--- src/rtl/imem_boot_loader_if.sv ---
// Byte-stream and instruction-memory write bundle for the boot loader.
// The master side is whoever feeds the image (and observes the result); the
// slave side is the loader itself.
interface imem_boot_loader_if #(
  parameter int CNT_W = 16
);
  logic             in_valid;
  logic [7:0]       in_data;
  logic             in_ready;
  logic             imem_we;
  logic [31:0]      imem_addr;
  logic [31:0]      imem_wdata;
  logic             start;
  logic             busy;
  logic             error;
  logic [CNT_W-1:0] words_loaded;

  modport master (
    output in_valid, in_data,
    input  in_ready, imem_we, imem_addr, imem_wdata,
           start, busy, error, words_loaded
  );

  modport slave (
    input  in_valid, in_data,
    output in_ready, imem_we, imem_addr, imem_wdata,
           start, busy, error, words_loaded
  );
endinterface

--- src/rtl/imem_boot_loader.sv ---
// Boot front-end for the single-cycle RISC-V core.
// Takes a byte stream of the form: count (16-bit LE words) | payload words,
// least-significant byte first | one XOR checksum byte over the payload.
// Each assembled word is written to instruction memory, and once the
// checksum matches, start is raised to release the core. Any failure parks
// the loader in a sticky error state with start held low.
module imem_boot_loader #(
  parameter int unsigned IMEM_WORDS = 256,
  parameter logic [31:0] BASE_ADDR  = 32'h0000_0000,
  parameter int          CNT_W      = 16
) (
  input logic clk,
  input logic rst,
  imem_boot_loader_if.slave bus
);

  typedef enum logic [2:0] {
    CNT_LO,
    CNT_HI,
    DATA,
    CHECK,
    DONE,
    ERR
  } state_t;

  state_t           state_q;
  logic             inReady_q;
  logic             we_q;
  logic [31:0]      addr_q;
  logic [31:0]      wdata_q;
  logic             start_q;
  logic             busy_q;
  logic             error_q;
  logic [CNT_W-1:0] wordsLoaded_q;
  logic [CNT_W-1:0] count_q;
  logic [1:0]       byteIdx_q;
  logic [23:0]      partial_q;
  logic [7:0]       csum_q;

  logic             accept;
  logic [15:0]      headerCount;
  logic [CNT_W-1:0] nextWords;

  // A byte moves only when offered and the loader is in a receiving state.
  assign accept      = bus.in_valid & inReady_q;
  // Full word count as it will stand once the high header byte is taken.
  assign headerCount = {bus.in_data, count_q[7:0]};
  assign nextWords   = wordsLoaded_q + CNT_W'(1);

  // Loader state machine; every output is a register updated here.
  always_ff @(posedge clk or posedge rst) begin
    if (rst) begin
      state_q       <= CNT_LO;
      inReady_q     <= 1'b1;
      we_q          <= 1'b0;
      addr_q        <= BASE_ADDR;
      wdata_q       <= 32'h0;
      start_q       <= 1'b0;
      busy_q        <= 1'b0;
      error_q       <= 1'b0;
      wordsLoaded_q <= '0;
      count_q       <= '0;
      byteIdx_q     <= 2'd0;
      partial_q     <= 24'h0;
      csum_q        <= 8'h0;
    end else begin
      we_q <= 1'b0;
      if (accept) begin
        case (state_q)
          CNT_LO: begin
            count_q[7:0] <= bus.in_data;
            busy_q       <= 1'b1;
            state_q      <= CNT_HI;
          end
          CNT_HI: begin
            count_q <= CNT_W'(headerCount);
            if (32'(headerCount) > IMEM_WORDS) begin
              state_q   <= ERR;
              error_q   <= 1'b1;
              busy_q    <= 1'b0;
              inReady_q <= 1'b0;
            end else if (headerCount == 16'd0) begin
              state_q <= CHECK;
            end else begin
              state_q <= DATA;
            end
          end
          DATA: begin
            csum_q    <= csum_q ^ bus.in_data;
            partial_q <= {bus.in_data, partial_q[23:8]};
            byteIdx_q <= byteIdx_q + 2'd1;
            if (byteIdx_q == 2'd3) begin
              we_q          <= 1'b1;
              wdata_q       <= {bus.in_data, partial_q};
              addr_q        <= BASE_ADDR + (32'(wordsLoaded_q) << 2);
              wordsLoaded_q <= nextWords;
              if (nextWords == count_q) begin
                state_q <= CHECK;
              end
            end
          end
          CHECK: begin
            busy_q    <= 1'b0;
            inReady_q <= 1'b0;
            if (bus.in_data == csum_q) begin
              state_q <= DONE;
              start_q <= 1'b1;
            end else begin
              state_q <= ERR;
              error_q <= 1'b1;
            end
          end
          default: begin
          end
        endcase
      end
    end
  end

  assign bus.in_ready     = inReady_q;
  assign bus.imem_we      = we_q;
  assign bus.imem_addr    = addr_q;
  assign bus.imem_wdata   = wdata_q;
  assign bus.start        = start_q;
  assign bus.busy         = busy_q;
  assign bus.error        = error_q;
  assign bus.words_loaded = wordsLoaded_q;

endmodule

--- src/flat_wrapper.sv ---
// flat-port wrapper written by rule: the top's interface ports become plain ports
module imem_boot_loader_flat 
#(
  parameter int unsigned IMEM_WORDS = 256,
  parameter logic [31:0] BASE_ADDR  = 32'h0000_0000,
  parameter int          CNT_W      = 16
)
  (clk, rst, bus_in_valid, bus_in_data, bus_in_ready, bus_imem_we, bus_imem_addr, bus_imem_wdata, bus_start, bus_busy, bus_error, bus_words_loaded);
  imem_boot_loader_if #(.CNT_W(CNT_W)) bus_i ();
  input logic clk;
  input logic rst;
  input wire logic [$bits(bus_i.in_valid)-1:0] bus_in_valid;
  input wire logic [$bits(bus_i.in_data)-1:0] bus_in_data;
  output wire logic [$bits(bus_i.in_ready)-1:0] bus_in_ready;
  output wire logic [$bits(bus_i.imem_we)-1:0] bus_imem_we;
  output wire logic [$bits(bus_i.imem_addr)-1:0] bus_imem_addr;
  output wire logic [$bits(bus_i.imem_wdata)-1:0] bus_imem_wdata;
  output wire logic [$bits(bus_i.start)-1:0] bus_start;
  output wire logic [$bits(bus_i.busy)-1:0] bus_busy;
  output wire logic [$bits(bus_i.error)-1:0] bus_error;
  output wire logic [$bits(bus_i.words_loaded)-1:0] bus_words_loaded;
  assign bus_i.in_valid = bus_in_valid;
  assign bus_i.in_data = bus_in_data;
  assign bus_in_ready = bus_i.in_ready;
  assign bus_imem_we = bus_i.imem_we;
  assign bus_imem_addr = bus_i.imem_addr;
  assign bus_imem_wdata = bus_i.imem_wdata;
  assign bus_start = bus_i.start;
  assign bus_busy = bus_i.busy;
  assign bus_error = bus_i.error;
  assign bus_words_loaded = bus_i.words_loaded;
  imem_boot_loader #(.IMEM_WORDS(IMEM_WORDS), .BASE_ADDR(BASE_ADDR), .CNT_W(CNT_W)) u_core (.clk(clk), .rst(rst), .bus(bus_i));
endmodule
--- config.mk ---
export PLATFORM = sky130hd
export DESIGN_NAME = imem_boot_loader_flat
export DESIGN_NICKNAME = d
export VERILOG_FILES = /design/src/rtl/imem_boot_loader_if.sv /design/src/rtl/imem_boot_loader.sv /design/src/flat_wrapper.sv
export SDC_FILE = /design/constraint.sdc
export NUM_CORES = 1
export LEC_CHECK = 0
export ABC_AREA = 1
export ABC_CLOCK_PERIOD_IN_PS = 6100
export BUFFER_PORTS_ARGS = -buffer_cell sky130_fd_sc_hd__buf_2
export CORE_ASPECT_RATIO = 0.8
export CORE_MARGIN = 2
export CORE_UTILIZATION = 30
export CTS_BUF_LIST = sky130_fd_sc_hd__clkbuf_4 sky130_fd_sc_hd__clkbuf_8 sky130_fd_sc_hd__clkbuf_16
export CTS_CLUSTER_DIAMETER = 40
export CTS_CLUSTER_SIZE = 12
export DETAILED_ROUTE_END_ITERATION = 6
export HOLD_SLACK_MARGIN = 0.02
export MAX_ROUTING_LAYER = met4
export SYNTH_ARGS = -nofsm -noshare
export SYNTH_HDL_FRONTEND = slang
export SYNTH_SLANG_ARGS = --single-unit
export TNS_END_PERCENT = 10
--- constraint.sdc ---
create_clock -name clk -period 6.1 [get_ports clk]
set_input_delay 1.22 -clock clk [delete_from_list [all_inputs] [get_ports clk]]
set_output_delay 1.22 -clock clk [all_outputs]
set_load 0.005 [all_outputs]
==> results_dict.tcl, run 1 <==
set metrics [dict create \
    outcome "completed" \
    final_util_pct 36.79 \
    finalSetupViolCount 0 \
    synth_warnings 0 \
    drt_first_pass_iters 5 \
    drt-initial-drc-count 307 \
    tns_ps 0 \
    routed_wl_mm 13.25 \
    clock-root-buffer "clkbuf_16" \
    numPortBuffers 79 \
    setup_slack_ps 2478 \
    worst_pin_slew_ps 884.9 \
    cellPowerDensity_nw_per_um2 277.3 \
    area_growth_pct 20.21 \
    viasPerCell 4.537 \
    finClkSkew_ps 8.006 \
    synthFlopType "dfrtp_1" \
    grt_pass1_wl_mm 21.86 \
    grt_antenna_before_repair 0 \
    grt_pass1_vias 4215 \
    synth-async-reset-ratio_pct 100.0 \
    setup.worst_path.class "in -> reg" \
    layout.nets 748 \
    p_leak_nw 3.468 \
    clk_pin_slew_worst_paths_ps 60 \
    r2r_end "u_core.bus.imem_addr[4]" \
    cts_buffers 17 \
    ios 96 \
    row_count 44 \
    cts_sinks 122 \
    cp-start-kind "input pin" \
    fp.dieArea_um2 19650 \
    grt_max_degree 71 \
    synth.distinct_cells 30 \
    core_area_um2 18170 \
    yosys-top-cells-area "dfrtp_1, nand2_1, o21ai_0" \
    maxSlewHeadroom_pct 41.01 \
    syn_inst 657 \
    htreeDepth 4 \
    post_cts_buffers 0 \
    overflow 0 \
    mappedNetlistArea_um2 5560 \
    fin_total_pwr_mw 1.853 \
    synth_common_cells "nand2_1, dfrtp_1, inv_1" \
    wl_met2_mm 5.452 \
    ys_seq_area_share_pct 54.93 \
    highest-signal-layer "met4" \
    timing.final.crit_share_pct 59.37 \
    rsz0062_at_grt "false" \
    worstPathArrival_ps 3900 \
    wl_met3_um 763 \
    syn_avg_cell_area_um2 8.463 \
    insertion_delay_ps 410 \
    dp_hpwl_mm 9.354 \
    cts_resized 0 \
    diodes 0 \
    synth_top_area_share_pct 54.46 \
    via_count 4433 \
    min-delay-start "u_core.bus.imem_wdata[22]" \
    cts_tree "yes" \
    preCtsSetupSlack_ps 2043 \
    layout-drive-gt1-share_pct 17.94 \
    ys_seq_elements 122 \
    yosysMostFrequentCell "nand2_1" \
    wl_per_cell_um 13.56 \
    slew_violations 0 \
    start_util_pct 30.61 \
    rrSetupSlack_ps 2830 \
    die_w_um 156.2 \
    max_freq_mhz 276.1 \
    crit_path_end_kind "register" \
    worstRegToRegCells 9 \
    clockBufferDepth 2 \
    hold_path_class "reg -> reg" \
    remaining_drc_errors 0 \
    whs_endpoint "u_core.bus.imem_wdata[22]" \
    cap_viol_max_count 0 \
    post-route-min-period_ps 3622 \
    required_ps 6380 \
    track_usage_pct 14.67 \
    crit_fanout 56 \
    dieHeight_um 125.8 \
    postPlaceCellArea_um2 6086 \
    ant_nets 0 \
    cts_hold_buf 0 \
    synth-edff-count 0 \
    hold_violations 0 \
    place_congestion 0.8131 \
    m1WireLength_mm 6.908 \
    final_area_um2 6684 \
    yosysTopAreaCell "dfrtp_1" \
    peakVddDrop_mv 0.1528 \
    reg2reg_from "u_core.bus.in_ready" \
    whs_path_depth 2 \
]
report_power, final:
part / switching (mW) / internal (mW) / leakage (nW)
logic: 0.0280 / 0.00478 / 1.63
clock network: 0.350 / 0.660 / 0.303
registers: 0 / 0.810 / 1.54
layout make-up:
class / count / area, µm²
fillers: 1875 / 11480
flip-flops and latches: 122 / 3054
multi-input cells: 441 / 2057
clock buffers: 24 / 509.2
repair buffers: 82 / 417.9
well taps: 230 / 287.8
inverters: 71 / 269.0
clock inverters: 7 / 88.84
sequential cells by signal, summed over array words and instances (netlist names):
name / flops
u_core.bus.start: 1
u_core.bus.in_ready: 1
u_core.bus.imem_addr: 16
u_core.byteIdx_q: 2
u_core.count_q: 16
u_core.bus.imem_we: 1
u_core.bus.words_loaded: 16
u_core.bus.busy: 1
u_core.partial_q: 24
u_core.csum_q: 8
u_core.bus.imem_wdata: 32
u_core.bus.error: 1
u_core.state_q: 3
how the worst max path moves through the flow:
stage / from / end / slack (ps) / cells past startpoint
2_1_floorplan: rst / u_core.bus.busy / 1640 / 1
3_3_place_gp: bus_in_valid / u_core.bus.imem_addr[2] / 2130 / 10
3_5_place_dp: bus_in_valid / u_core.bus.imem_addr[4] / 2040 / 10
4_1_cts: bus_in_valid / u_core.bus.imem_wdata[8] / 2470 / 10
5_1_grt: bus_in_valid / u_core.bus.words_loaded[13] / 2170 / 10
6_report: bus_in_valid / u_core.bus.imem_addr[4] / 2480 / 10
layer usage:
metal	vias to the layer above	global-route usage, %
li1	2221	-
met3	10	4.061
met5	-	-
met1	2093	21.13
met4	0	5.019
met2	109	19.70
critical path, stage by stage:
cell and delay (ps):
buf_2 80, nand2_1 140, nor2_2 130, buf_4 380, inv_2 250, nor2_4 550, inv_2 480, buf_4 440
nand2_1 110, o21ai_1 60
through the flow:
stage	instances	hold WS [ps]
after floorplan	672	445.9
after global placement	946	456.6
after detailed placement	946	457.0
after CTS	977	470.6
after global routing	977	487.2
final	977	465.7
cells by family after synthesis:
logic type / count (synthesis) / share of synthesized area [%]
adders and majority gates: 2 / 0.4500
other: 1 / 0.06744
and+or+nand+nor: 302 / 23.33
DFF: 122 / 54.93
xor gates and xnor gates: 12 / 2.138
buffers and inverters: 109 / 9.091
AOI/OAI and AO/OA: 109 / 9.991
placed cells by master (no fill, tap or decap), drive strengths merged:
cell type	synthesis	layout
a31o	1	1
nand4	8	8
ha	2	2
o22ai	1	1
xnor3	1	1
xor2	10	10
nand3b	3	3
dfrtp	121	121
clkbuf	10	24
nor4	3	3
o21ai	105	105
buf	28	82
dfstp	1	1
nand3	41	41
o21bai	1	1
nor2	33	33
clkinv	0	5
bufinv	0	2
nor3	1	1
xnor2	1	1
nand2	213	213
inv	71	71
conb	1	16
a21boi	1	1
Note: power is estimated with default switching activity, not from simulation.
==> run 2: changes to the inputs <==
--- a/config.mk
+++ b/config.mk
@@ -6,7 +6,7 @@
 export NUM_CORES = 1
 export LEC_CHECK = 0
 export ABC_AREA = 1
-export ABC_CLOCK_PERIOD_IN_PS = 6100
+export ABC_CLOCK_PERIOD_IN_PS = 3200
 export BUFFER_PORTS_ARGS = -buffer_cell sky130_fd_sc_hd__buf_2
 export CORE_ASPECT_RATIO = 0.8
 export CORE_MARGIN = 2
==> constraint.sdc (replaced) <==
create_clock -name clk -period 3.2 [get_ports clk]
set_input_delay 0.64 -clock clk [delete_from_list [all_inputs] [get_ports clk]]
set_output_delay 0.64 -clock clk [all_outputs]
set_load 0.005 [all_outputs]
==> run 2 against run 1 <==
  * Global-route usage increased by 0.062 points
  * Power increased by 83%
  * Clock skew rose by 4.7 ps
  * Register-to-register slack worse by 1700 ps
  * First-iteration DRC count is 2.3% lower
  * Final cell count up 0.20%
  * Worst setup slack got worse by 1400 ps
  * Routed wire length shrank 0.16%
  * Clock power up 77%
  * Sequential power grew 90%
  * Combinational power increased by 93%
  * Critical path type is now reg -> reg
==> results_dict.tcl, run 2 (same netlist as run 1, synthesis figures left out) <==
set metrics [dict create \
    rrSetupSlack_ps 1090 \
    p_leak_nw 3.469 \
    htreeDepth 4 \
    row_count 44 \
    rsz0062_at_grt "false" \
    core_area_um2 18170 \
    routed_wl_mm 13.23 \
    r2r_end "u_core.state_q[0]" \
    start_util_pct 30.61 \
    wl_per_cell_um 13.51 \
    max_freq_mhz 474.8 \
    grt_antenna_before_repair 0 \
    finalSetupViolCount 0 \
    cts_buffers 17 \
    reg2reg_from "u_core.bus.words_loaded[0]" \
    remaining_drc_errors 0 \
    worst_pin_slew_ps 620.9 \
    drt-initial-drc-count 300 \
    die_w_um 156.2 \
    numPortBuffers 79 \
    slew_violations 0 \
    cellPowerDensity_nw_per_um2 506.9 \
    viasPerCell 4.505 \
    cpLargestDelayFamily "simple AND/OR/NAND/NOR gates" \
    fp.dieArea_um2 19650 \
    clk_pin_slew_worst_paths_ps 50 \
    timing.final.crit_share_pct 65.81 \
    final_util_pct 36.85 \
    ant_nets 0 \
    ios 96 \
    grt_pass1_vias 4102 \
    place_congestion 0.8421 \
    crit_slowest_cell "dfrtp_1" \
    tns_ps 0 \
    area_growth_pct 20.39 \
    mostFrequentLayoutCells "nand2_1, dfrtp_1, buf_2" \
    cts_sinks 122 \
    hold_violations 0 \
    worstRegToRegCells 11 \
    crit_path_end_kind "register" \
    cts_tree "yes" \
    nFillCells 1894 \
    post_cts_buffers 0 \
    crit_fanout 8 \
    post-route-min-period_ps 2106 \
    clockBufferDepth 2 \
    peakVddDrop_mv 0.2709 \
    insertion_delay_ps 420 \
    grt_pass1_wl_mm 21.82 \
    max_stage_delay_ps 470 \
    drt_first_pass_iters 4 \
    setup.worst_path.class "reg -> reg" \
    diodes 0 \
    dp_hpwl_mm 9.287 \
    overflow 0 \
    finClkSkew_ps 12.66 \
    critPathMostFrequentCell "nand2_1" \
    required_ps 3550 \
    layout.nets 750 \
    dieHeight_um 125.8 \
    hold_path_class "in -> async" \
    layout_commonest_cell "nand2_1" \
    cp-start-kind "register" \
    worstPathArrival_ps 2460 \
    track_usage_pct 14.73 \
    via_count 4410 \
    clock-root-buffer "clkbuf_16" \
    maxSlewHeadroom_pct 58.55 \
    grt_max_degree 102 \
    largest_reg_flops 32 \
    cts_hold_buf 0 \
    crit_chain "ha_1 -> nand2_1 -> nor2_4 -> nand3_1 -> xnor3_1 -> nand2_1 -> nor2_1 -> nand3_1 -> nand2_1 -> nand3_1 -> nand2_1" \
    outcome "completed" \
    cp.buffers_inverters 0 \
    cap_viol_max_count 0 \
    layout-drive-gt1-share_pct 18.16 \
    cts_resized 0 \
]
run 2: how the worst max path moves through the flow:
stage                                end                  startpoint  slack [ps]  cells past startpoint
6_report               u_core.state_q[0]  u_core.bus.words_loaded[0]        1090                     11
5_1_grt                u_core.state_q[0]  u_core.bus.words_loaded[0]         950                     13
4_1_cts                u_core.state_q[0]  u_core.bus.words_loaded[0]        1120                     11
3_5_place_dp   u_core.bus.imem_wdata[12]                bus_in_valid         900                      9
3_3_place_gp   u_core.bus.imem_wdata[10]                bus_in_valid         950                      9
2_1_floorplan            u_core.bus.busy                         rst        1060                      1
run 2: cell type report:
cell class / count / area, µm² / area share, %
clock inverter: 8 / 71.32 / 1.065
inverter: 71 / 270.3 / 4.037
tap: 230 / 287.8 / 4.299
sequential: 122 / 3054 / 45.63
clock buffer: 23 / 483.0 / 7.215
multi-input combinational: 441 / 2057 / 30.73
timing repair buffer: 84 / 470.5 / 7.028
run 2: metrics by stage:
stage / instance area [µm²] / total power [mW] / cells / hold slack (ps) / setup WS, ps
after floorplan: 5620 / 1.622 / 672 / 445.9 / 1063
after global placement: 6140 / 1.638 / 948 / 453.4 / 947.5
after detailed placement: 6140 / 1.637 / 948 / 456.7 / 901.1
after CTS: 6694 / 3.438 / 979 / 271.1 / 1121
after global routing: 6694 / 3.517 / 979 / 297.0 / 954.0
final: 6694 / 3.393 / 979 / 264.4 / 1094
run 2: layer usage:
layer  part of all wire [%]  vias to the layer above  global-route usage (%)
met5                      0                        -                       -
met4                    1.2                        0                   4.155
met2                     42                      121                   19.83
met1                     52                     2040                   21.36
met3                    5.1                       12                   4.405
li1                       -                     2237                       -
run 2: report_power, final:
group / internal (mW) / total (mW) / switching (mW)
Sequential: 1.54 / 1.54 / 0
Clock: 1.13 / 1.79 / 0.655
Combinational: 0.0108 / 0.0633 / 0.0525
Total: 2.69 / 3.39 / 0.708
